## src/rtl/cordic_sched.sv

```systemverilog
// Round-robin scheduler sharing one fixed-latency CORDIC pipeline among NUM_REQ requesters.
// Optional per-requester issue counters are built when CORDIC_SCHED_STATS_EN is defined.

module cordic_sched #(
    parameter int NUM_REQ      = 4,
    parameter int INPUT_WIDTH  = 16,
    parameter int OUTPUT_WIDTH = 16,
    parameter int PIPE_LATENCY = 8,
    parameter int ID_WIDTH     = 2
) (
    input  logic                           clk,
    input  logic                           rst,
    input  logic [NUM_REQ-1:0]             req_valid,
    output logic [NUM_REQ-1:0]             req_ready,
    input  logic [NUM_REQ*INPUT_WIDTH-1:0] req_x,
    input  logic [NUM_REQ*INPUT_WIDTH-1:0] req_y,
    input  logic [NUM_REQ*INPUT_WIDTH-1:0] req_z,
    output logic                           pipe_in_valid,
    output logic [INPUT_WIDTH-1:0]         pipe_in_x,
    output logic [INPUT_WIDTH-1:0]         pipe_in_y,
    output logic [INPUT_WIDTH-1:0]         pipe_in_z,
    input  logic                           pipe_out_valid,
    input  logic [OUTPUT_WIDTH-1:0]        pipe_out_x,
    input  logic [OUTPUT_WIDTH-1:0]        pipe_out_y,
    input  logic [OUTPUT_WIDTH-1:0]        pipe_out_z,
    output logic [NUM_REQ-1:0]             rsp_valid,
    output logic [OUTPUT_WIDTH-1:0]        rsp_x,
    output logic [OUTPUT_WIDTH-1:0]        rsp_y,
    output logic [OUTPUT_WIDTH-1:0]        rsp_z,
    input  logic                           drain_req,
    output logic                           drain_done,
    output logic                           err_sync
`ifdef CORDIC_SCHED_STATS_EN
    ,
    input  logic                           stat_clr,
    output logic [NUM_REQ*16-1:0]          stat_issue_cnt
`endif
);

    localparam int CNT_W = $clog2(PIPE_LATENCY + 3);
    localparam logic [ID_WIDTH-1:0] LAST_ID = ID_WIDTH'(NUM_REQ - 1);

    typedef enum logic [1:0] {
        ST_RUN   = 2'd0,
        ST_DRAIN = 2'd1,
        ST_DONE  = 2'd2
    } state_t;

    state_t                  state_r;
    state_t                  state_nxt_s;
    logic [ID_WIDTH-1:0]     ptr_r;
    logic [ID_WIDTH-1:0]     win_s;
    logic                    found_s;
    logic                    grant_en_s;
    logic                    hs_s;
    logic                    done_nxt_s;
    logic                    rsp_any_s;
    logic [NUM_REQ-1:0]      req_ready_s;
    logic                    pipe_in_valid_r;
    logic [INPUT_WIDTH-1:0]  pipe_in_x_r;
    logic [INPUT_WIDTH-1:0]  pipe_in_y_r;
    logic [INPUT_WIDTH-1:0]  pipe_in_z_r;
    logic                    tag_v_r  [PIPE_LATENCY+1];
    logic [ID_WIDTH-1:0]     tag_id_r [PIPE_LATENCY+1];
    logic [NUM_REQ-1:0]      rsp_valid_r;
    logic [OUTPUT_WIDTH-1:0] rsp_x_r;
    logic [OUTPUT_WIDTH-1:0] rsp_y_r;
    logic [OUTPUT_WIDTH-1:0] rsp_z_r;
    logic [CNT_W-1:0]        inflight_r;
    logic [CNT_W-1:0]        inflight_nxt_s;
    logic                    drain_done_r;
    logic                    err_sync_r;

    function automatic logic [NUM_REQ-1:0] onehot(input logic [ID_WIDTH-1:0] id);
        logic [NUM_REQ-1:0] v;
        v     = '0;
        v[id] = 1'b1;
        return v;
    endfunction

    // Round-robin search: first asserted request at or after the pointer
    always_comb begin
        int idx;
        found_s = 1'b0;
        win_s   = '0;
        idx     = 0;
        for (int k = 0; k < NUM_REQ; k++) begin
            idx = int'(ptr_r) + k;
            idx = (idx >= NUM_REQ) ? idx - NUM_REQ : idx;
            if (!found_s && req_valid[idx]) begin
                found_s = 1'b1;
                win_s   = ID_WIDTH'(idx);
            end else begin
                win_s = win_s;
            end
        end
    end

    assign hs_s      = grant_en_s & found_s;
    assign rsp_any_s = |rsp_valid_r;

    // One-hot grant for the winner when granting is enabled
    always_comb begin
        req_ready_s = '0;
        if (hs_s) begin
            req_ready_s[win_s] = 1'b1;
        end else begin
            req_ready_s = '0;
        end
    end

    // In-flight count after this cycle's handshake and response
    always_comb begin
        case ({hs_s, rsp_any_s})
            2'b10:   inflight_nxt_s = inflight_r + CNT_W'(1);
            2'b01:   inflight_nxt_s = inflight_r - CNT_W'(1);
            default: inflight_nxt_s = inflight_r;
        endcase
    end

    // Drain FSM next-state; the response retiring this cycle counts as gone
    always_comb begin
        state_nxt_s = state_r;
        case (state_r)
            ST_RUN: begin
                if (drain_req) state_nxt_s = ST_DRAIN;
                else           state_nxt_s = ST_RUN;
            end
            ST_DRAIN: begin
                if (!drain_req)                                state_nxt_s = ST_RUN;
                else if ((inflight_nxt_s == '0) && !hs_s)      state_nxt_s = ST_DONE;
                else                                           state_nxt_s = ST_DRAIN;
            end
            ST_DONE: begin
                if (!drain_req) state_nxt_s = ST_RUN;
                else            state_nxt_s = ST_DONE;
            end
            default: state_nxt_s = ST_RUN;
        endcase
    end

    // Drain FSM outputs; a rising drain_req blocks grants in the same cycle
    always_comb begin
        case (state_r)
            ST_RUN:  grant_en_s = !drain_req && !rst;
            default: grant_en_s = 1'b0;
        endcase
        done_nxt_s = (state_nxt_s == ST_DONE);
    end

    // Drain FSM state register and registered done flag
    always_ff @(posedge clk or posedge rst) begin
        if (rst) begin
            state_r      <= ST_RUN;
            drain_done_r <= 1'b0;
        end else begin
            state_r      <= state_nxt_s;
            drain_done_r <= done_nxt_s;
        end
    end

    // Round-robin pointer and in-flight counter
    always_ff @(posedge clk or posedge rst) begin
        if (rst) begin
            ptr_r      <= '0;
            inflight_r <= '0;
        end else begin
            if (hs_s) begin
                ptr_r <= (win_s == LAST_ID) ? '0 : win_s + ID_WIDTH'(1);
            end
            inflight_r <= inflight_nxt_s;
        end
    end

    // Issue register: winner's operands the cycle after the handshake
    always_ff @(posedge clk or posedge rst) begin
        if (rst) begin
            pipe_in_valid_r <= 1'b0;
            pipe_in_x_r     <= '0;
            pipe_in_y_r     <= '0;
            pipe_in_z_r     <= '0;
        end else begin
            pipe_in_valid_r <= hs_s;
            if (hs_s) begin
                pipe_in_x_r <= req_x[win_s*INPUT_WIDTH +: INPUT_WIDTH];
                pipe_in_y_r <= req_y[win_s*INPUT_WIDTH +: INPUT_WIDTH];
                pipe_in_z_r <= req_z[win_s*INPUT_WIDTH +: INPUT_WIDTH];
            end
        end
    end

    // Tag line: entry k lines up with pipeline stage k, tail with pipe_out_valid
    always_ff @(posedge clk or posedge rst) begin
        if (rst) begin
            for (int k = 0; k <= PIPE_LATENCY; k++) begin
                tag_v_r[k]  <= 1'b0;
                tag_id_r[k] <= '0;
            end
        end else begin
            tag_v_r[0]  <= hs_s;
            tag_id_r[0] <= win_s;
            for (int k = 1; k <= PIPE_LATENCY; k++) begin
                tag_v_r[k]  <= tag_v_r[k-1];
                tag_id_r[k] <= tag_id_r[k-1];
            end
        end
    end

    // Response register routed by the tail tag, not by pipe_out_valid
    always_ff @(posedge clk or posedge rst) begin
        if (rst) begin
            rsp_valid_r <= '0;
            rsp_x_r     <= '0;
            rsp_y_r     <= '0;
            rsp_z_r     <= '0;
        end else begin
            rsp_valid_r <= tag_v_r[PIPE_LATENCY] ? onehot(tag_id_r[PIPE_LATENCY]) : '0;
            if (tag_v_r[PIPE_LATENCY]) begin
                rsp_x_r <= pipe_out_x;
                rsp_y_r <= pipe_out_y;
                rsp_z_r <= pipe_out_z;
            end
        end
    end

    // Sticky pipeline/tag disagreement flag
    always_ff @(posedge clk or posedge rst) begin
        if (rst) begin
            err_sync_r <= 1'b0;
        end else if (pipe_out_valid != tag_v_r[PIPE_LATENCY]) begin
            err_sync_r <= 1'b1;
        end
    end

`ifdef CORDIC_SCHED_STATS_EN
    logic [15:0] stat_cnt_r [NUM_REQ];

    // Saturating per-requester handshake counters; clear wins over a handshake
    always_ff @(posedge clk or posedge rst) begin
        if (rst) begin
            for (int i = 0; i < NUM_REQ; i++) stat_cnt_r[i] <= 16'h0000;
        end else if (stat_clr) begin
            for (int i = 0; i < NUM_REQ; i++) stat_cnt_r[i] <= 16'h0000;
        end else begin
            for (int i = 0; i < NUM_REQ; i++) begin
                if (hs_s && (int'(win_s) == i) && (stat_cnt_r[i] != 16'hFFFF)) begin
                    stat_cnt_r[i] <= stat_cnt_r[i] + 16'h0001;
                end
            end
        end
    end

    for (genvar g = 0; g < NUM_REQ; g++) begin : g_stat
        assign stat_issue_cnt[g*16 +: 16] = stat_cnt_r[g];
    end
`endif

    assign req_ready     = req_ready_s;
    assign pipe_in_valid = pipe_in_valid_r;
    assign pipe_in_x     = pipe_in_x_r;
    assign pipe_in_y     = pipe_in_y_r;
    assign pipe_in_z     = pipe_in_z_r;
    assign rsp_valid     = rsp_valid_r;
    assign rsp_x         = rsp_x_r;
    assign rsp_y         = rsp_y_r;
    assign rsp_z         = rsp_z_r;
    assign drain_done    = drain_done_r;
    assign err_sync      = err_sync_r;

endmodule
```

## config.mk

```make
export PLATFORM = sky130hd
export DESIGN_NAME = cordic_sched
export DESIGN_NICKNAME = d
export VERILOG_FILES = /design/src/rtl/cordic_sched.sv
export SDC_FILE = /design/constraint.sdc
export NUM_CORES = 1
export LEC_CHECK = 0
export CORE_AREA = 4 4 136 138
export CTS_CLUSTER_SIZE = 20
export DETAILED_ROUTE_END_ITERATION = 8
export DIE_AREA = 0 0 140 142
export GPL_TIMING_DRIVEN = 0
export PLACE_DENSITY = 0.87
export SLEW_MARGIN = 20
export SYNTH_ARGS = -nofsm -noshare
export SYNTH_HDL_FRONTEND = slang
export SYNTH_SLANG_ARGS = --single-unit
```

## constraint.sdc

```tcl
create_clock -name clk -period 8.8 [get_ports clk]
set_input_delay 1.76 -clock clk [delete_from_list [all_inputs] [get_ports clk]]
set_output_delay 1.76 -clock clk [all_outputs]
set_load 0.1 [all_outputs]
```

Yosys cells after proc, flatten, opt, wreduce, memory -nomap -nowiden:

Index checks and enable logic that the tools add are counted.

* flip-flop bits (word level): 137
* input port bits: 248
* output and inout bits: 107
* logic and storage cells: 117

* $add $sub $neg: 10
* $lt $le $gt $ge: 12
* equality and inequality tests: 7
* shift-type cells: 3
* mux-type cells: 38
* bitwise gates (word level): 1
* reduce and logical (&&, ||, !) cells: 16

Operators with widths (count)
* indexed part select 64 x 7 -> 16 bit: 3
* < comparator 32 x 4 -> 1 bit, second input constant: 4
* 2-to-1 mux 32 bit: 4
* 2-to-1 mux 1 bit: 16
* 2-to-1 mux 2 bit: 8
* subtractor 3 x 3 -> 4 bit, second input constant: 3
* greater-or-equal comparator 3 bit, second input constant: 3
* binary-select mux 1 bit (select 2 bit): 4
* == test 2 bit, second input constant: 4
* 2-to-1 mux 4 bit: 2
* case mux 4 bit (2 select lines): 1
* logical AND 1 bit: 7
* adder 2 x 2 -> 3 bit, second input constant: 2
* logical NOT 1 bit: 6
* < comparator 2 x 3 -> 1 bit, second input constant: 2
* case mux 2 bit (3 select lines): 1
* adder 4 x 1 -> 4 bit, second input constant: 1
* demux 1 bit (select 2 bit): 2
* == test 2 x 1 -> 1 bit, second input constant: 2
* greater-or-equal comparator 2 x 1 -> 1 bit, second input constant: 2
* logical NOT 4 bit: 1
* OR reduction 4 bit: 1
* subtractor 2 x 3 -> 4 bit, second input constant: 1
* subtractor 4 x 1 -> 4 bit, second input constant: 1
* 6 further kinds: 6

Logic depth before layout (Yosys ltp):

* depth after elaboration: 24
* depth in mapped cells: 12
* mapped depth without buffers: 10

Least setup slack after synthesis:

No wires, ideal clock.

* path kind: in2out
* start point: input port req_valid[2]
* end point: output port req_ready[3]
* arrival: 3.392 ns
* required time: 7.040 ns
* slack: 3.648 ns
* cell stages on the path: 7
* buffers on the path: 1
* cells stage by stage: mux2i_1 > or2_4 > nand3_2 > inv_2 > buf_4 > ha_1 > and2_1

* longest elaborated chain between the ends: 18
* elaborated cells on any way between the ends: 33
* those cells by class: order compare (2); mux (23); bitwise (1); reduce/logical (7)

Ends and longest elaborated chain
* start, declared: line 13 `input logic [NUM_REQ-1:0] req_valid,`
* binary-select mux 1 bit (select 2 bit): line 90 `if (!found_s && req_valid[idx]) begin`
* 2-to-1 mux 1 bit (implied by the code) (2 in series): line 90
* 2-to-1 mux 1 bit: line 90
* logical NOT 1 bit: line 90
* logical AND 1 bit: line 90
* 2-to-1 mux 1 bit: line 90
* logical NOT 1 bit: line 90
* logical AND 1 bit: line 90
* [2 not listed]
* logical AND 1 bit: line 90
* 2-to-1 mux 2 bit (*): line 90
* net win_s[0]: line 52 `logic [ID_WIDTH-1:0] win_s;`
* < comparator 2 x 3 -> 1 bit (implied by the code) or greater-or-equal comparator 2 x 1 -> 1 bit (tied branches): line 106 `req_ready_s[win_s] = 1'b1;`
* logical AND 1 bit (implied by the code): line 106
* 2-to-1 mux 1 bit (implied by the code): line 106
* demux 1 bit (select 2 bit) (*): line 106
* 2-to-1 mux 4 bit (*): line 105 `if (hs_s) begin`
* end, declared: line 14 `output logic [NUM_REQ-1:0] req_ready,`

The timed path passes the listed nets; every way through them passes the cells marked *. The select of a mux whose other input is x is not followed.

Final worst setup path:

* start point: input port req_valid[0]
* end point: output port req_ready[3]

Same word-level chain as after synthesis.

==> results.py <==
metrics = {
    "final_layout": {
        "nets": 1232,
        "syn_to_final_growth_pct": 63.1,
        "drive_gt1_share_pct": 15.9,
        "antenna_cells": 0,
    },
    "routing": {
        "drt-initial-drc-count": 390,
        "vias": 6731,
        "drc": 0,
        "routed_wirelength_mm": 27.4,
        "routed_via_density": 5.54,
        "wl_per_cell_um": 22.6,
        "final_antenna_net_count": 0,
        "dr.pass1.iters": 5,
    },
    "synthesis": {
        "synth_seq_cells": 137,
        "avgSynthCellArea_um2": 11.7,
        "synth-edff-count": 0,
        "netlist_instances": 603,
        "syn_nets": 858,
        "ys_top_cells_by_area": "dfrtp_1 49%, mux2_2 7.8%, mux2i_1 7.3%",
        "synth.distinct_cells": 45,
        "ys_seq_area_share_pct": 48.7,
        "ys.flop_type": "dfrtp_1",
        "syn_area_um2": 7030,
        "synth_common_cells": "137 x dfrtp_1, 53 x nand2_1, 51 x mux2i_1",
        "yosysWarnings": 0,
        "yosysMostFrequentCell": "dfrtp_1",
        "synth.top_cell.area_share_pct": 48.7,
        "async_flop_share_pct": 100,
        "yosysTopAreaCell": "dfrtp_1",
    },
    "cts": {
        "cts_sinks": 137,
        "path_clk_slew_ps": 70,
        "cts_tree": "done",
        "cts_resized": 0,
        "htreeDepth": 4,
        "cts-root-buf": "clkbuf_16",
        "cts.path.max_buffers": 2,
        "holdBufCountCts": 0,
        "postCtsSetupRepairBufs": 0,
        "numCtsBuffers": 17,
        "clk_latency_ps": 420,
    },
    "setup_path": {
        "ff2ff_setup_slack_ps": 5740,
        "path_class": "input port to primary output",
        "required_ps": 7040,
        "critPathArrivalTime_ps": 4670,
        "worstPathMaxFanout": 12,
        "rr_worst_depth": 12,
        "cp-start-kind": "input port",
        "worstSetupEndpointType": "primary output",
    },
    "sta": {
        "post-route-period-util_pct": 73.0,
        "fmaxAchievable_mhz": 156,
        "finalSetupViolations": 0,
        "fin_skew_ps": 11.0,
        "tightestPinTransition_ps": 1080,
        "slew_violations": 0,
        "finalHoldViolCount": 0,
        "setup_ws_ps": 2370,
        "max-slew-margin-rel_pct": 28.0,
        "rsz0062_at_grt": "no",
        "period_needed_ps": 6430,
        "finalSetupTns_ps": 0,
    },
    "power": {
        "p_per_area_nw_per_um2": 426,
        "internal-power_mw": 2.10,
        "irDropWorstVdd_mv": 0.443,
        "power_frac_clock_pct": 14.5,
        "p_sw_mw": 2.79,
        "swShare_pct": 57.0,
        "pwr-share-comb_pct": 63.6,
        "p_seq_share_pct": 21.9,
        "finalPower_mw": 4.89,
        "p_leak_nw": 4.74,
    },
    "placement": {
        "dp.final_hpwl_mm": 20.8,
        "place_ws_ps": 2350,
        "gp_congestion": 0.948,
        "io_buffers": 354,
    },
    "flow_run": {
        "cap_viol_max_count": 0,
    },
    "floorplanning": {
        "coreArea_um2": 17200,
        "ios": 355,
        "dieArea_um2": 19900,
        "die_h_um": 142,
        "rows": 48,
        "start_util_pct": 40.9,
        "die_w_um": 140,
    },
    "worst_hold_path": {
        "hold_path_class": "flop to flop",
        "hold_path_depth": 0,
    },
    "grt": {
        "grt_pass1_wl_mm": 41.2,
        "grt_max_degree": 82,
        "grt_overflow": 0,
        "grt_pass1_vias": 7130,
        "antenna_found_initial": 0,
        "grt_usage_pct": 26.9,
    },
    "status": {
        "status": "finished clean",
    },
}
[path summary, 6_finish.rpt]
check,start,endpoint
setup / recovery,req_valid[0],req_ready[3]
hold / removal,tag_v_r[2]$_DFF_PP0_,tag_v_r[1]$_DFF_PP0_
setup reg to reg,state_r[0]$_DFF_PP0_,state_r[0]$_DFF_PP0_
hold reg to reg,tag_v_r[2]$_DFF_PP0_,tag_v_r[1]$_DFF_PP0_
max in group asynchronous,rst,rsp_z[14]$_DFFE_PP0P_
min in group asynchronous,rst,state_r[0]$_DFF_PP0_
[per-stage QoR]
stage               hold slack (ps)  area [um^2]  instances  utilization [%]
floorplan                       331         7030        603                -
global placement                332        10900       1182             63.2
detailed placement              336        10900       1183             63.4
CTS                             351        11500       1215             66.8
global route                    358        11500       1215             66.8
finish                          351        11500       1215             66.8
[per-layer routing]
layer	part of all wire, %	GRT usage [%]	vias up
met5	0	0	-
met4	2.4	8.82	0
met3	9.0	8.13	40
met2	51	47.6	344
met1	37	31.4	3281
li1	-	-	3066
[layout by cell type, fill, tap and decap left out, types with 3 or more instances in the layout]
master | Yosys | final
clkdlybuf4s50_1 | 0 | 354
inv_2 | 3 | 3
inv_6 | 0 | 6
dfrtp_1 | 137 | 137
clkbuf_16 | 0 | 17
nand4_1 | 47 | 47
mux2_2 | 49 | 49
a211o_1 | 47 | 47
clkbuf_1 | 17 | 17
and2_1 | 4 | 4
o31ai_1 | 48 | 48
o211ai_2 | 19 | 19
nor2_1 | 6 | 6
ha_1 | 7 | 7
xor2_1 | 4 | 4
buf_4 | 16 | 16
mux2i_1 | 51 | 51
inv_8 | 0 | 6
o211ai_1 | 28 | 28
nand2_1 | 53 | 53
buf_6 | 4 | 4
buf_2 | 24 | 24
a21oi_1 | 5 | 5
[sequential cells by signal, indices dropped and copies added (netlist names)]
| signal | flops |
|---|---|
| inflight_r | 4 |
| pipe_in_y | 16 |
| rsp_z | 16 |
| rsp_y | 16 |
| rsp_valid | 4 |
| state_r | 2 |
| pipe_in_z | 16 |
| tag_v_r | 9 |
| err_sync | 1 |
| drain_done | 1 |
| ptr_r | 2 |
| pipe_in_x | 16 |
| tag_id_r | 18 |
| rsp_x | 16 |
[power by group through the flow]
stage          registers, mW  logic (mW)  clock network, mW
5_1_grt                 1.10        3.22              0.748
6_report                1.07        3.11              0.710
2_1_floorplan           2.69       0.647                  0
3_5_place_dp            1.07        3.12                  0
3_3_place_gp            1.05        3.08                  0
4_1_cts                 1.07        3.12              0.722
[worst max-delay path, cell delays in order]
cell	delay, ps
clkdlybuf4s50_1	510
mux2i_1	210
or2_4	170
nand3_2	120
inv_2	180
buf_4	270
ha_1	190
and2_1	110
clkdlybuf4s50_1	1140
[cells by family after synthesis]
group           Yosys count  share of synthesized area [%]
simple gates            127                           9.64
compound gates          158                           19.2
mux                     100                           15.1
buf+inv                  68                           5.34
fa+ha+maj                 7                           1.25
flops                   137                           48.7
xor+xnor                  6                          0.747
[final cells by class]
| type | count | area (um^2) |
|---|---|---|
| Sequential cell | 137 | 3430 |
| Fill cell | 1304 | 5700 |
| Inverter | 6 | 30.0 |
| Clock inverter | 14 | 140 |
| Timing Repair Buffer | 355 | 3570 |
| Tap cell | 225 | 282 |
| Multi-Input combinational cell | 398 | 3230 |
| Buffer | 62 | 353 |
| Clock buffer | 18 | 439 |
Note: power is estimated with default switching activity, not from simulation.
